### src/rtl/dx_operand_stage_pkg.sv
// Shared definitions for the decode/execute operand stage: default widths,
// ALU opcode values and the D/X register state encoding.
package dx_operand_stage_pkg;

    localparam int DX_DW  = 32;
    localparam int DX_RW  = 5;
    localparam int DX_IW  = 17;
    localparam int DX_SCW = 16;

    localparam logic [4:0] ALU_ADD = 5'd0;
    localparam logic [4:0] ALU_SUB = 5'd1;
    localparam logic [4:0] ALU_AND = 5'd2;
    localparam logic [4:0] ALU_OR  = 5'd3;
    localparam logic [4:0] ALU_SLL = 5'd4;
    localparam logic [4:0] ALU_SRA = 5'd5;

    typedef enum logic [1:0] {
        DX_EMPTY  = 2'd0,
        DX_FULL   = 2'd1,
        DX_HAZARD = 2'd2
    } dx_state_t;

endpackage

### src/rtl/dx_operand_stage_bypass_mux.sv
// Single-operand forward select: register 0, then X/M (non-load), then M/W,
// then the register-file value captured with the instruction.
module dx_bypass_mux #(
    parameter int DW = 32,
    parameter int RW = 5
) (
    input  logic [RW-1:0] idx,
    input  logic [DW-1:0] reg_val,
    input  logic          xm_valid,
    input  logic          xm_is_load,
    input  logic [RW-1:0] xm_rd,
    input  logic [DW-1:0] xm_val,
    input  logic          mw_valid,
    input  logic [RW-1:0] mw_rd,
    input  logic [DW-1:0] mw_val,
    output logic [DW-1:0] val
);

    always_comb begin
        val = reg_val;
        if (idx == '0) begin
            val = '0;
        end else if (xm_valid && !xm_is_load && (xm_rd == idx)) begin
            val = xm_val;
        end else if (mw_valid && (mw_rd == idx)) begin
            val = mw_val;
        end
    end

endmodule

### src/rtl/dx_operand_stage.sv
// D/X pipeline register with operand bypass and load-use interlock; presents
// forwarded operands, opcode and shift amount to the ALU.
module dx_operand_stage
    import dx_operand_stage_pkg::*;
#(
    parameter int DW  = DX_DW,
    parameter int RW  = DX_RW,
    parameter int IW  = DX_IW,
    parameter int SCW = DX_SCW
) (
    input  logic           clock,
    input  logic           reset,
    input  logic           in_valid,
    output logic           in_ready,
    input  logic [4:0]     in_aluop,
    input  logic [4:0]     in_shamt,
    input  logic [RW-1:0]  in_rs,
    input  logic [RW-1:0]  in_rt,
    input  logic [DW-1:0]  in_rs_val,
    input  logic [DW-1:0]  in_rt_val,
    input  logic           in_rt_used,
    input  logic           in_use_imm,
    input  logic [IW-1:0]  in_imm,
    input  logic [RW-1:0]  in_rd,
    input  logic           xm_valid,
    input  logic [RW-1:0]  xm_rd,
    input  logic           xm_is_load,
    input  logic [DW-1:0]  xm_val,
    input  logic           mw_valid,
    input  logic [RW-1:0]  mw_rd,
    input  logic [DW-1:0]  mw_val,
    input  logic           flush,
    output logic           out_valid,
    input  logic           out_ready,
    output logic [DW-1:0]  data_operandA,
    output logic [DW-1:0]  data_operandB,
    output logic [4:0]     ctrl_ALUopcode,
    output logic [4:0]     ctrl_shiftamt,
    output logic [RW-1:0]  out_rd,
    output logic [SCW-1:0] stall_count,
    output dx_state_t      dbg_state
);

    // Handshake: a transfer happens on a cycle where valid and ready are both
    // high at the rising edge; valid never depends on ready on the same side,
    // and a held instruction stays stable while out_valid & ~out_ready.

    dx_state_t     state, state_next;
    logic          dx_valid;
    logic          hz;
    logic          capture;

    logic [4:0]    h_aluop;
    logic [4:0]    h_shamt;
    logic [RW-1:0] h_rs;
    logic [RW-1:0] h_rt;
    logic [DW-1:0] h_rs_val;
    logic [DW-1:0] h_rt_val;
    logic          h_rt_used;
    logic          h_use_imm;
    logic [IW-1:0] h_imm;
    logic [RW-1:0] h_rd;
    logic [DW-1:0] fwd_rs;
    logic [DW-1:0] fwd_rt;

    assign dx_valid = (state != DX_EMPTY);

    // A load in X/M cannot be bypassed; wait until it reaches M/W.
    assign hz = dx_valid && xm_valid && xm_is_load && (xm_rd != '0) &&
                ((xm_rd == h_rs) || (h_rt_used && (xm_rd == h_rt)));

    always_ff @(posedge clock) begin
        if (reset) begin
            state <= DX_EMPTY;
        end else begin
            state <= state_next;
        end
    end

    always_comb begin
        state_next = state;
        case (state)
            DX_EMPTY: begin
                if (capture) state_next = DX_FULL;
            end
            DX_FULL, DX_HAZARD: begin
                if (flush || (out_valid && out_ready && !in_valid)) begin
                    state_next = DX_EMPTY;
                end else if (hz) begin
                    state_next = DX_HAZARD;
                end else begin
                    state_next = DX_FULL;
                end
            end
            default: state_next = DX_EMPTY;
        endcase
    end

    always_comb begin
        out_valid = dx_valid && !hz && !flush;
        in_ready  = !flush && (!dx_valid || (out_valid && out_ready));
        capture   = in_valid && in_ready;
    end

    always_ff @(posedge clock) begin
        if (reset) begin
            h_aluop     <= '0;
            h_shamt     <= '0;
            h_rs        <= '0;
            h_rt        <= '0;
            h_rs_val    <= '0;
            h_rt_val    <= '0;
            h_rt_used   <= 1'b0;
            h_use_imm   <= 1'b0;
            h_imm       <= '0;
            h_rd        <= '0;
            stall_count <= '0;
        end else begin
            if (capture) begin
                h_aluop   <= in_aluop;
                h_shamt   <= in_shamt;
                h_rs      <= in_rs;
                h_rt      <= in_rt;
                h_rs_val  <= in_rs_val;
                h_rt_val  <= in_rt_val;
                h_rt_used <= in_rt_used;
                h_use_imm <= in_use_imm;
                h_imm     <= in_imm;
                h_rd      <= in_rd;
            end
            if (hz && (stall_count != '1)) begin
                stall_count <= stall_count + 1'b1;
            end
        end
    end

    dx_bypass_mux #(.DW(DW), .RW(RW)) u_fwd_rs (
        .idx        (h_rs),
        .reg_val    (h_rs_val),
        .xm_valid   (xm_valid),
        .xm_is_load (xm_is_load),
        .xm_rd      (xm_rd),
        .xm_val     (xm_val),
        .mw_valid   (mw_valid),
        .mw_rd      (mw_rd),
        .mw_val     (mw_val),
        .val        (fwd_rs)
    );

    dx_bypass_mux #(.DW(DW), .RW(RW)) u_fwd_rt (
        .idx        (h_rt),
        .reg_val    (h_rt_val),
        .xm_valid   (xm_valid),
        .xm_is_load (xm_is_load),
        .xm_rd      (xm_rd),
        .xm_val     (xm_val),
        .mw_valid   (mw_valid),
        .mw_rd      (mw_rd),
        .mw_val     (mw_val),
        .val        (fwd_rt)
    );

    assign data_operandA  = fwd_rs;
    assign data_operandB  = h_use_imm ? {{(DW-IW){h_imm[IW-1]}}, h_imm} : fwd_rt;
    assign ctrl_ALUopcode = h_aluop;
    assign ctrl_shiftamt  = h_shamt;
    assign out_rd         = h_rd;
    assign dbg_state      = state;

endmodule
### config.mk
export PLATFORM = sky130hd
export DESIGN_NAME = dx_operand_stage
export DESIGN_NICKNAME = d
export VERILOG_FILES = /design/src/rtl/dx_operand_stage_pkg.sv /design/src/rtl/dx_operand_stage_bypass_mux.sv /design/src/rtl/dx_operand_stage.sv
export SDC_FILE = /design/constraint.sdc
export NUM_CORES = 1
export LEC_CHECK = 0
export ABC_CLOCK_PERIOD_IN_PS = 2600
export BUFFER_PORTS_ARGS = -buffer_cell sky130_fd_sc_hd__buf_2
export CORE_MARGIN = 10
export CORE_UTILIZATION = 50
export DETAILED_ROUTE_END_ITERATION = 10
export PLACE_DENSITY = 0.91
export SYNTH_ARGS = -nofsm -noshare
export SYNTH_HDL_FRONTEND = slang
export SYNTH_SLANG_ARGS = --single-unit
### constraint.sdc
create_clock -name clock -period 2.6 [get_ports clock]
set_input_delay 0 -clock clock [delete_from_list [all_inputs] [get_ports clock]]
set_output_delay 0 -clock clock [all_outputs]
set_load 0.02 [all_outputs]
==> results by stage <==
Synth:
- The Yosys step of the flow raised 0 warnings.
- Summing every instance area after synthesis gives 0.007724 mm².
- Ranked by total cell area, the synthesized netlist is headed by dfxtp_1 (33%), mux2i_1 (20%), nand2b_1 (18%), a211oi_1 (4.7%), o21ai_0 (3.2%).
- Yosys mapped a number of flops with a built-in enable equal to 0.
- Of all cell types, the one taking the most synthesized area is dfxtp_1.
- The number of nets in the synthesized netlist is 1078.
- In this run, distinct cell masters in the synthesized netlist total 40.
- Of the synthesized area, sequential elements account for 0.3266.
- Synthesis inferred 126 register bits.
- The primary flip-flop cell chosen by synthesis mapping is dfxtp_1.
- Among all cell types in the netlist, the one instantiated most often is nand2b_1.
- Of the post-synthesis cell area, the dominant cell type holds 0.3266.
- Ranked by instance count, the synthesized netlist is headed by nand2b_1 (217), mux2i_1 (156), dfxtp_1 (126).
- The number of instances in the synthesized netlist is 885.
- After synthesis, the mean cell area works out to 8.727 µm².
- Of all flip-flops after synthesis, the portion carrying an async set or reset was 0.

Placed design:
- The total of buffers placed on input and output ports is 288.
- Detailed placement ended at an HPWL of 19230 µm.
- After detailed placement, the design holds a cell count of 1309.
- The pre-CTS worst setup slack is 0.3810 ns.
- The routability congestion estimate from global placement is 0.9178.

Timing:
- The worst path meets setup with 0.1239 ns of slack.
- The count of pins over their slew limit is 0.
- Setup repair after global routing left no endpoint under its margin.
- The final total negative setup slack is 0 ns.
- Setup violations remaining at the end of the flow were counted as 0.
- The remaining max-slew budget at the tightest pin is 0.4569.
- The time the final worst path needs with I/O delays and setup is 2.476 ns.
- Dividing the final minimum period by the clock period gives 0.9524.
- The final count of hold timing violations is 0.
- Between clock sinks in the finished design, the worst skew comes to 0.01272 ns.
- Timing would allow up to 403.9 MHz.
- For the pin with the worst max-slew slack, the measured transition is 0.8147 ns.

Die:
- The floorplan has 45 rows.
- The floorplan die height is 144.3 µm.
- Pin placement for this block handled 289 I/O pins.
- The floorplan step defined a die boundary enclosing 0.02082 mm².
- The die width is 144.3 µm.
- The initial utilization of the core area, before any placement, comes to 0.5100.
- The placeable core region is 0.01515 mm².

Global routing:
- For this run the aggregate overflow at the end of global routing stands at 0.
- The overall fraction of global-route tracks in use is 0.2793.
- The number of antenna violations at the first check in global routing was 1.
- The via count of the first global-routing pass is 8760.
- Entering global routing, the biggest net connects 101 pins.
- The wire length of the first global-routing pass is 46020 µm.

Critical path:
- The reg-to-reg endpoint is h_rt_val[11]$_SDFFE_PP0P_.
- The arrival time reported for the critical path endpoint is 2.48 ns.
- The critical path data required time is 2.60 ns.
- The critical path is of the reg2out type.
- The kind of start point of the critical path is a flip-flop.
- The maximum fanout along the worst path is 12.
- STA classifies the critical path endpoint as an output pin.
- The setup slack of the most critical reg-to-reg path is 0.41 ns.
- The worst flop-to-flop path startpoint is h_rt[0]$_SDFFE_PP0P_.
- The depth of the most critical reg-to-reg path is 7.

Pwr:
- Power comes to 5.489 mW.
- The highest ir drop seen on vdd is 0.4185 mV.
- The total power per unit cell area is 494.9 mW/mm².
- The leakage power summed over all cells is 4.791 nW.

Clocking:
- Clock tree synthesis found a total of 126 sinks.
- The clock passes through at most 2 buffers.
- The clock slew at the register clock pins of the worst setup and hold paths is 0.06 ns.
- The number of buffers created by CTS is 17.
- The cell at the root of the clock tree is clkbuf_16.
- In this run the number of H-tree levels came out at 4.
- The clock reaches the later pin of the worst-skew pair after 0.42 ns.
- The CTS tree is done.

Layout:
- Of the cells placed in the final design, the portion with a size suffix greater than 1 is 0.2875.
- The utilization after layout is 0.7323.
- Relative to the synthesized area, the layout overhead comes to 43.59%.
- The number of standard cells in the layout, taps in and fillers out is 1457.
- The final net count is 1446.

Status:
- The flow ran to the end, and the final reports show no timing, DRC or antenna violations.

Min path:
- The launch instance of the worst min-delay path is out_ready.
- The capture endpoint of the worst hold path is dbg_state[0]$_SDFFE_PP0P_.
- The worst hold path class is in2reg.
- The number of cells on the worst hold path is 4.

Drt:
- In the final routed layout, each cell accounts on average for 21.34 µm.
- The number of routed nets with antenna violations is 0.
- For this block, the via count after detailed routing is 8457.
- After detailed routing, the total wire length is 31090 µm.
- In the routed layout, each cell is associated on average with a via count of 5.804.
- After detailed routing, the number of remaining DRC violations is 0.
- The first TritonRoute pass finished after 5 iterations.
- The count of routing violations after the opening detailed-route iteration is 616.

Flow run:
- The tool flagged a number of max-cap violations equal to 0.
-- cell families (layout without fill, tap and decap cells) --
group           Yosys count  count (layout)  share of synthesized area
compound gates          164             164                     0.1325
xor+xnor                 20              20                    0.02268
fa+ha+maj                 3               3                   0.004860
buf+inv                  79             460                    0.04989
flops                   126             126                     0.3266
mux                     158             158                     0.2051
other cells               0               3                          0
simple gates            335             335                     0.2584
-- layout make-up --
class	count	area (µm²)
diodes	3	7.507
clock buffers	22	484.2
clock inverters	10	86.33
fillers	980	4055
inverters	4	15.01
multi-input cells	680	4873
flip-flops and latches	126	2524
well taps	188	235.2
repair buffers	424	2865
-- stage by stage --
stage               instance area (µm²)  hold WS (ns)
global route                      11080        0.1132
finish                            11090        0.1017
CTS                               10950       0.08716
floorplan                          7724       0.07979
global placement                   9291        0.2603
detailed placement                 9291        0.2678
-- worst max-delay path, cell delays in order, from the launching register on --
cell     delay (ns)
dfxtp_2        0.35
xor2_1         0.17
nor4_2         0.27
and3_4         0.25
buf_12         0.16
mux2i_2        0.27
a21oi_1        0.17
a21o_1         0.23
buf_2          0.17
-- timing repair --
action                                  4_1_cts  5_1_grt
hold endpoints to repair                    109        0
endpoints found under the setup margin        0       20
gates resized for setup                       0        9
buffers inserted                              0        1
hold buffers                                109        0
-- report_power, final --
part           switching, mW  internal [mW]
combinational          0.585          0.533
clock                  0.875           1.41
sequential            0.0641           2.02
-- flip-flops by register name, summed over array words and instances (netlist names) --
name / count
stall_count: 16
h_rt: 5
out_rd: 5
h_rt_used: 1
h_use_imm: 1
ctrl_shiftamt: 5
h_rs_val: 32
ctrl_ALUopcode: 5
h_rs: 5
dbg_state: 2
h_rt_val: 32
h_imm: 17
-- layout by cell type, fill, tap and decap left out, types with 2 or more instances in the layout --
cell | netlist | final
a211oi_2 | 0 | 3
nor2_1 | 41 | 40
diode_2 | 0 | 3
nand2_1 | 9 | 8
nand2b_1 | 217 | 217
o21ai_1 | 2 | 3
a211oi_1 | 48 | 45
clkbuf_8 | 0 | 4
clkinv_2 | 0 | 5
and3_1 | 7 | 5
nor3_2 | 1 | 2
ha_1 | 3 | 3
o21ai_0 | 49 | 48
or3_1 | 2 | 2
nor2b_1 | 20 | 20
inv_1 | 4 | 4
clkbuf_16 | 0 | 20
xor2_1 | 13 | 13
nand4_1 | 3 | 3
o31ai_1 | 11 | 11
buf_2 | 11 | 287
buf_4 | 10 | 19
xnor2_1 | 7 | 7
buf_12 | 0 | 6
dfxtp_1 | 126 | 125
and4_1 | 3 | 3
nand3_1 | 6 | 6
mux2_2 | 2 | 2
a21oi_1 | 34 | 33
or4_1 | 13 | 13
clkinvlp_4 | 0 | 3
mux2i_1 | 156 | 155
a21o_1 | 16 | 16
and2_1 | 2 | 2
nor3b_1 | 2 | 2
dlygate4sd3_1 | 0 | 109
nor3_1 | 4 | 3
-- metal layers --
layer  share of wire  GRT usage  routed length, µm
met1            0.37     0.3025              11480
met2            0.49     0.4721              15210
met3           0.088    0.08101               2736
met4           0.053     0.1707               1660
met5               0          0                  0
-- worst max-delay path by stage --
stage,endpoint,start,slack [ns]
floorplan,stall_count[6]$_SDFFE_PP0P_,stall_count[0]$_SDFFE_PP0P_,0.60
global placement,stall_count[4]$_SDFFE_PP0P_,h_rs[4]$_SDFFE_PP0P_,0.51
detailed placement,stall_count[7]$_SDFFE_PP0P_,h_rs[4]$_SDFFE_PP0P_,0.38
CTS,data_operandB[30],h_rt[2]$_SDFFE_PP0P_,0.04
global route,data_operandA[31],h_rs[4]$_SDFFE_PP0P_,0.002
finish,data_operandB[12],h_rt[2]$_SDFFE_PP0P_,0.12
Note: power is estimated with default switching activity, not from simulation.
